File: config.mk
export PLATFORM = sky130hd
export DESIGN_NAME = id_stage_hs
export DESIGN_NICKNAME = d
export VERILOG_FILES = /design/src/rtl/id_stage_hs.sv
export SDC_FILE = /design/constraint.sdc
export NUM_CORES = 1
export LEC_CHECK = 0
export BUFFER_PORTS_ARGS = -buffer_cell sky130_fd_sc_hd__buf_2
export CAP_MARGIN = 15
export CELL_PAD_IN_SITES_DETAIL_PLACEMENT = 0
export CELL_PAD_IN_SITES_GLOBAL_PLACEMENT = 2
export CORE_AREA = 2 2 241 243
export CTS_CLUSTER_SIZE = 30
export DETAILED_ROUTE_END_ITERATION = 10
export DIE_AREA = 0 0 243 245
export HOLD_SLACK_MARGIN = 0.08
export PLACE_DENSITY_LB_ADDON = 0.1
export SLEW_MARGIN = 20
export SYNTH_ARGS = -nofsm -noshare
export SYNTH_HDL_FRONTEND = slang
export SYNTH_SLANG_ARGS = --single-unit
File: constraint.sdc
create_clock -name i_clk -period 4.29 [get_ports i_clk]
set_input_delay 0.858 -clock i_clk [delete_from_list [all_inputs] [get_ports i_clk]]
set_output_delay 0.858 -clock i_clk [all_outputs]
set_load 0.01 [all_outputs]
File: src/rtl/id_stage_hs.sv
// id_stage_hs: RV base-ISA decode stage with one ID/EX register and
// valid/ready handshakes on both sides. Register-file reads are bypassed from
// the write-back port.
// Optional: ID_LOAD_USE_STALL_EN enables the load-use hazard stall; without it
// the EX-side load inputs are ignored.
module id_stage_hs #(
    parameter int XLEN = 64
) (
    input  logic            i_clk,
    input  logic            i_rst_n,
    input  logic            i_valid,
    output logic            o_ready,
    input  logic [XLEN-1:0] i_pc,
    input  logic [31:0]     i_instruction,
    output logic [4:0]      o_rs1_index,
    output logic [4:0]      o_rs2_index,
    input  logic [XLEN-1:0] i_rs1_value,
    input  logic [XLEN-1:0] i_rs2_value,
    input  logic            i_wb_write,
    input  logic [4:0]      i_wb_rd,
    input  logic [XLEN-1:0] i_wb_value,
    input  logic            i_ex_mem_read,
    input  logic [4:0]      i_ex_rd,
    input  logic            i_flush,
    output logic            o_valid,
    input  logic            i_ready,
    output logic [31:0]     o_idex_instruction,
    output logic [XLEN-1:0] o_idex_pc,
    output logic [XLEN-1:0] o_idex_rs1_value,
    output logic [XLEN-1:0] o_idex_rs2_value,
    output logic [XLEN-1:0] o_idex_immediate,
    output logic [4:0]      o_idex_rd,
    output logic [1:0]      o_idex_alu_op,
    output logic            o_idex_alu_src,
    output logic            o_idex_op_a_pc,
    output logic            o_idex_branch,
    output logic            o_idex_jump,
    output logic            o_idex_mem_write,
    output logic            o_idex_mem_read,
    output logic            o_idex_mem_to_reg,
    output logic            o_idex_reg_write,
    output logic            o_idex_illegal
);
    localparam logic [6:0] OP_R      = 7'b0110011;
    localparam logic [6:0] OP_IMM    = 7'b0010011;
    localparam logic [6:0] OP_LOAD   = 7'b0000011;
    localparam logic [6:0] OP_STORE  = 7'b0100011;
    localparam logic [6:0] OP_BRANCH = 7'b1100011;
    localparam logic [6:0] OP_LUI    = 7'b0110111;
    localparam logic [6:0] OP_AUIPC  = 7'b0010111;
    localparam logic [6:0] OP_JAL    = 7'b1101111;
    localparam logic [6:0] OP_JALR   = 7'b1100111;

    typedef struct packed {
        logic [31:0]     instruction;
        logic [XLEN-1:0] pc;
        logic [XLEN-1:0] rs1_value;
        logic [XLEN-1:0] rs2_value;
        logic [XLEN-1:0] immediate;
        logic [4:0]      rd;
        logic [1:0]      alu_op;
        logic            alu_src;
        logic            op_a_pc;
        logic            branch;
        logic            jump;
        logic            mem_write;
        logic            mem_read;
        logic            mem_to_reg;
        logic            reg_write;
        logic            illegal;
    } idex_t;

    idex_t      idex_d, idex_q;
    logic       valid_q;
    logic       use_rs1, use_rs2;
    logic       hazard, accept;
    logic [6:0] opcode;
    logic [4:0] rs1, rs2;

    assign opcode      = i_instruction[6:0];
    assign rs1         = i_instruction[19:15];
    assign rs2         = i_instruction[24:20];
    assign o_rs1_index = rs1;
    assign o_rs2_index = rs2;

    // x0 reads zero; a same-cycle write-back to the source wins over the RF
    function automatic logic [XLEN-1:0] src_read(input logic [4:0] idx,
                                                 input logic [XLEN-1:0] rf);
        if (idx == 5'd0)                    return '0;
        else if (i_wb_write && i_wb_rd == idx) return i_wb_value;
        else                                return rf;
    endfunction

    // Decode: controls, immediate select, operand capture, source usage
    always_comb begin
        idex_d             = '0;
        use_rs1            = 1'b0;
        use_rs2            = 1'b0;
        idex_d.instruction = i_instruction;
        idex_d.pc          = i_pc;
        idex_d.rd          = i_instruction[11:7];   // raw field, gated by reg_write downstream
        idex_d.rs1_value   = src_read(rs1, i_rs1_value);
        idex_d.rs2_value   = src_read(rs2, i_rs2_value);
        case (opcode)
            OP_LOAD: begin
                idex_d.immediate  = XLEN'($signed(i_instruction[31:20]));
                idex_d.alu_src    = 1'b1;
                idex_d.mem_read   = 1'b1;
                idex_d.mem_to_reg = 1'b1;
                idex_d.reg_write  = 1'b1;
                use_rs1           = 1'b1;
            end
            OP_STORE: begin
                idex_d.immediate = XLEN'($signed({i_instruction[31:25], i_instruction[11:7]}));
                idex_d.alu_src   = 1'b1;
                idex_d.mem_write = 1'b1;
                use_rs1          = 1'b1;
                use_rs2          = 1'b1;
            end
            OP_BRANCH: begin
                idex_d.immediate = XLEN'($signed({i_instruction[31], i_instruction[7],
                                                  i_instruction[30:25], i_instruction[11:8], 1'b0}));
                idex_d.alu_op    = 2'b01;
                idex_d.branch    = 1'b1;
                use_rs1          = 1'b1;
                use_rs2          = 1'b1;
            end
            OP_IMM: begin
                idex_d.immediate = XLEN'($signed(i_instruction[31:20]));
                idex_d.alu_op    = 2'b11;
                idex_d.alu_src   = 1'b1;
                idex_d.reg_write = 1'b1;
                use_rs1          = 1'b1;
            end
            OP_R: begin
                idex_d.alu_op    = 2'b10;
                idex_d.reg_write = 1'b1;
                use_rs1          = 1'b1;
                use_rs2          = 1'b1;
            end
            OP_LUI: begin
                idex_d.immediate = XLEN'($signed({i_instruction[31:12], 12'b0}));
                idex_d.alu_src   = 1'b1;
                idex_d.reg_write = 1'b1;
                idex_d.rs1_value = '0;      // LUI computes 0 + imm
            end
            OP_AUIPC: begin
                idex_d.immediate = XLEN'($signed({i_instruction[31:12], 12'b0}));
                idex_d.op_a_pc   = 1'b1;
                idex_d.alu_src   = 1'b1;
                idex_d.reg_write = 1'b1;
            end
            OP_JAL: begin
                idex_d.immediate = XLEN'($signed({i_instruction[31], i_instruction[19:12],
                                                  i_instruction[20], i_instruction[30:21], 1'b0}));
                idex_d.jump      = 1'b1;
                idex_d.op_a_pc   = 1'b1;
                idex_d.reg_write = 1'b1;
            end
            OP_JALR: begin
                idex_d.immediate = XLEN'($signed(i_instruction[31:20]));
                idex_d.jump      = 1'b1;
                idex_d.alu_src   = 1'b1;
                idex_d.reg_write = 1'b1;
                use_rs1          = 1'b1;
            end
            default: idex_d.illegal = 1'b1;
        endcase
    end

`ifdef ID_LOAD_USE_STALL_EN
    // Stall when a load in EX produces a source this instruction reads
    assign hazard = i_valid && i_ex_mem_read && (i_ex_rd != 5'd0) &&
                    ((use_rs1 && i_ex_rd == rs1) || (use_rs2 && i_ex_rd == rs2));
`else
    logic unused_ex;
    assign hazard    = 1'b0;
    assign unused_ex = ^{i_ex_mem_read, i_ex_rd, use_rs1, use_rs2};
`endif

    assign o_ready = (!valid_q || i_ready) && !hazard && !i_flush;
    assign accept  = i_valid && o_ready;

    // ID/EX register: flush beats accept, accept beats drain, otherwise hold
    always_ff @(posedge i_clk or negedge i_rst_n) begin
        if (!i_rst_n) begin
            valid_q <= 1'b0;
            idex_q  <= '0;
        end else if (i_flush) begin
            valid_q <= 1'b0;
        end else if (accept) begin
            valid_q <= 1'b1;
            idex_q  <= idex_d;
        end else if (i_ready) begin
            valid_q <= 1'b0;
        end
    end

    assign o_valid            = valid_q;
    assign o_idex_instruction = idex_q.instruction;
    assign o_idex_pc          = idex_q.pc;
    assign o_idex_rs1_value   = idex_q.rs1_value;
    assign o_idex_rs2_value   = idex_q.rs2_value;
    assign o_idex_immediate   = idex_q.immediate;
    assign o_idex_rd          = idex_q.rd;
    assign o_idex_alu_op      = idex_q.alu_op;
    assign o_idex_alu_src     = idex_q.alu_src;
    assign o_idex_op_a_pc     = idex_q.op_a_pc;
    assign o_idex_branch      = idex_q.branch;
    assign o_idex_jump        = idex_q.jump;
    assign o_idex_mem_write   = idex_q.mem_write;
    assign o_idex_mem_read    = idex_q.mem_read;
    assign o_idex_mem_to_reg  = idex_q.mem_to_reg;
    assign o_idex_reg_write   = idex_q.reg_write;
    assign o_idex_illegal     = idex_q.illegal;
endmodule
==> impl_metrics.ini <==
[drt]
dr.pass1.iters = 5
wl_mm = 51.19
dr_total_vias = 10580
wl_per_cell_um = 20.40
final_antenna_net_count = 0
drtIter0Drc = 484
drc = 0
via_per_inst = 4.217

[worst_setup_path]
cp_data_arrival_time_ps = 3160
r2r_cells = 5
crit_path_end_kind = flop
start_kind = primary input
r2r_setup_slack_ps = 1610
timing.rr.end = o_idex_immediate[7]
required_ps = 4720
critical_path_class = primary input to flop
cp_max_fo = 77
rr_startpoint = o_valid
endpoint = o_idex_immediate[7]
worstSetupStartpoint = i_ready

[logic_synthesis]
synth_ff_type = dfrtp_1
yosysWarnings = 0
syn_avg_cell_area_sq_um = 10.01
synth_top_area_share = 0.5706
synthTopCellsByArea = dfrtp_1, nand2_1, mux2i_1
synth_fp_nets = 1475
postSynthCellCount = 1170
synth_edf_count = 0
ys_types = 46
yosysSeqAreaShare = 0.5706
async_flop_share = 1.000
synth_top_area_cell = dfrtp_1
syn_area_sq_um = 11710
synth-seq-cells = 267

[global_routing]
grt_pass1_vias = 10930
grt_pass1_wl_mm = 74.58
antenna_found_initial = 17
grt_usage = 0.1673
grt_max_degree = 93
gr-total-overflow = 0

[timing]
hold_viol = 0
period_share = 0.6378
slew_headroom = 0.3480
fin_crit_ps = 2736
slew_viol_final = 0
fin_skew_ps = 14.01
setup_violations = 0
max_freq_ghz = 0.3655
rsz0062_at_grt = false
worstMarginPinSlew_ps = 969.9
tns_ps = 0

[power_and_ir_drop]
pwr_density_cell_nw_per_um2 = 459.8
finalPower_mw = 7.583
leakage_nw = 8.778
ir_drop_v = 0.0002041

[clock_tree]
cts_made_buffers = 37
hold_buffers = 0
cts_tree = yes
ctsResizeCount = 0
clk_pin_slew_ps = 50
cts.htree.levels = 2
clk_latency_ps = 540
cts-root-buf = clkbuf_16
post_cts_buffers = 0
cts.sinks = 267
cts_buffer_depth = 3

[floorplanning]
rows = 88
die_area_sq_um = 59540
core_area_sq_um = 57030
initial_core_util = 0.2053
ios = 621
die_y_um = 245
die_w_um = 243

[placed_design]
hpwl_mm = 37.19
place_area_sq_um = 15260
place_congestion = 0.7725
port_buffers = 614
dp_cells = 2441

[finish]
instances_no_fill = 2510
fin_util = 0.2892
fin_area_sq_um = 16490
final_common_cell = buf_2
final_cell_mix = buf_2, nand2_1, dfrtp_1, o21ai_0, mux2i_1
n_fill_cell = 6250
drive_above_1_share = 0.4055
areaGrowthSynthToFinish_pct = 40.86
nNetsFinal = 2020

[hold_path]
hp-class = primary input to async pin

[job]
cap_violations = 0

[outcome]
status = completed
[routing by layer]
layer | track usage | share of wire | vias to the layer above | wire length, um
met3 | 0.06407 | 0.085 | 78 | 4365
met4 | 0.04529 | 0.020 | 16 | 1041
met5 | 0 | 0.0016 | - | 82
met1 | 0.2055 | 0.42 | 5069 | 21520
li1 | - | - | 5040 | -
met2 | 0.2739 | 0.47 | 381 | 24180
[power by group]
group | leakage [nW] | switching, mW | total [mW] | internal (mW)
sequential | 3.34 | 0.181 | 3.05 | 2.87
clock | 0.593 | 1.20 | 3.12 | 1.92
combinational | 4.84 | 0.844 | 1.42 | 0.571
total | 8.78 | 2.22 | 7.58 | 5.36
[cell type report]
type / instances / area, sq um / area share
Timing Repair Buffer: 635 / 3303 / 0.2003
Inverter: 2 / 7.507 / 0.0004552
Clock buffer: 54 / 1122 / 0.06805
Tap cell: 765 / 957.2 / 0.05803
Clock inverter: 6 / 86.33 / 0.005234
Sequential cell: 267 / 6681 / 0.4051
Multi-Input combinational cell: 772 / 4313 / 0.2615
Antenna cell: 9 / 22.52 / 0.001365
[cells by family after synthesis]
kind of cell	synth area share
AOI/OAI and AO/OA	0.1141
and+or+nand+nor	0.1814
buffers and inverters	0.06369
DFF	0.5706
xor gates and xnor gates	0.007481
muxes	0.06262
[state kept, by name, summed over array words and instances (netlist names)]
| signal | flops |
|---|---|
| o_idex_immediate | 32 |
| o_idex_rs1_value | 64 |
| o_idex_alu_src | 1 |
| o_idex_instruction | 32 |
| o_idex_op_a_pc | 1 |
| o_idex_jump | 1 |
| o_idex_branch | 1 |
| o_idex_mem_read | 1 |
| o_idex_pc | 64 |
| o_idex_reg_write | 1 |
| o_idex_illegal | 1 |
| o_idex_alu_op | 2 |
| o_valid | 1 |
| o_idex_mem_write | 1 |
| o_idex_rs2_value | 64 |
[through the flow]
step                hold slack (ps)  setup WS (ps)
detailed placement            457.0          896.0
global placement              453.5          923.7
global route                  358.5           1363
CTS                           382.4           1500
finish                        326.3           1554
floorplan                     511.5           1970
[worst min path at each step]
stage / end / depth (start not counted) / from / slack [ps]
floorplan: o_idex_instruction[0] / 2 / o_idex_instruction[0] / 510
global placement: o_idex_pc[11] / 2 / o_idex_pc[11] / 450
detailed placement: o_idex_pc[26] / 2 / o_idex_pc[26] / 460
CTS: o_idex_pc[34] / 1 / i_rst_n / 380
global route: o_idex_pc[34] / 1 / i_rst_n / 360
finish: o_idex_pc[34] / 1 / i_rst_n / 330
[cell usage after synthesis (3+ instances only)]
cell type,n
nor2_1,33
a221oi_1,4
xor2_1,8
clkbuf_1,55
and3_1,60
buf_6,4
buf_4,55
dfrtp_1,267
mux2i_1,71
nor2b_1,3
o31ai_1,3
buf_2,13
o21ai_0,84
nand2_1,389
a22o_1,6
a221o_1,62
a21oi_1,19
[critical path, stage by stage]
cell	delay, ps
buf_2	90
nor2b_1	200
or3b_4	570
buf_4	780
nor2b_1	350
a22o_1	280
No activity file was read; power rests on OpenSTA's default activity.
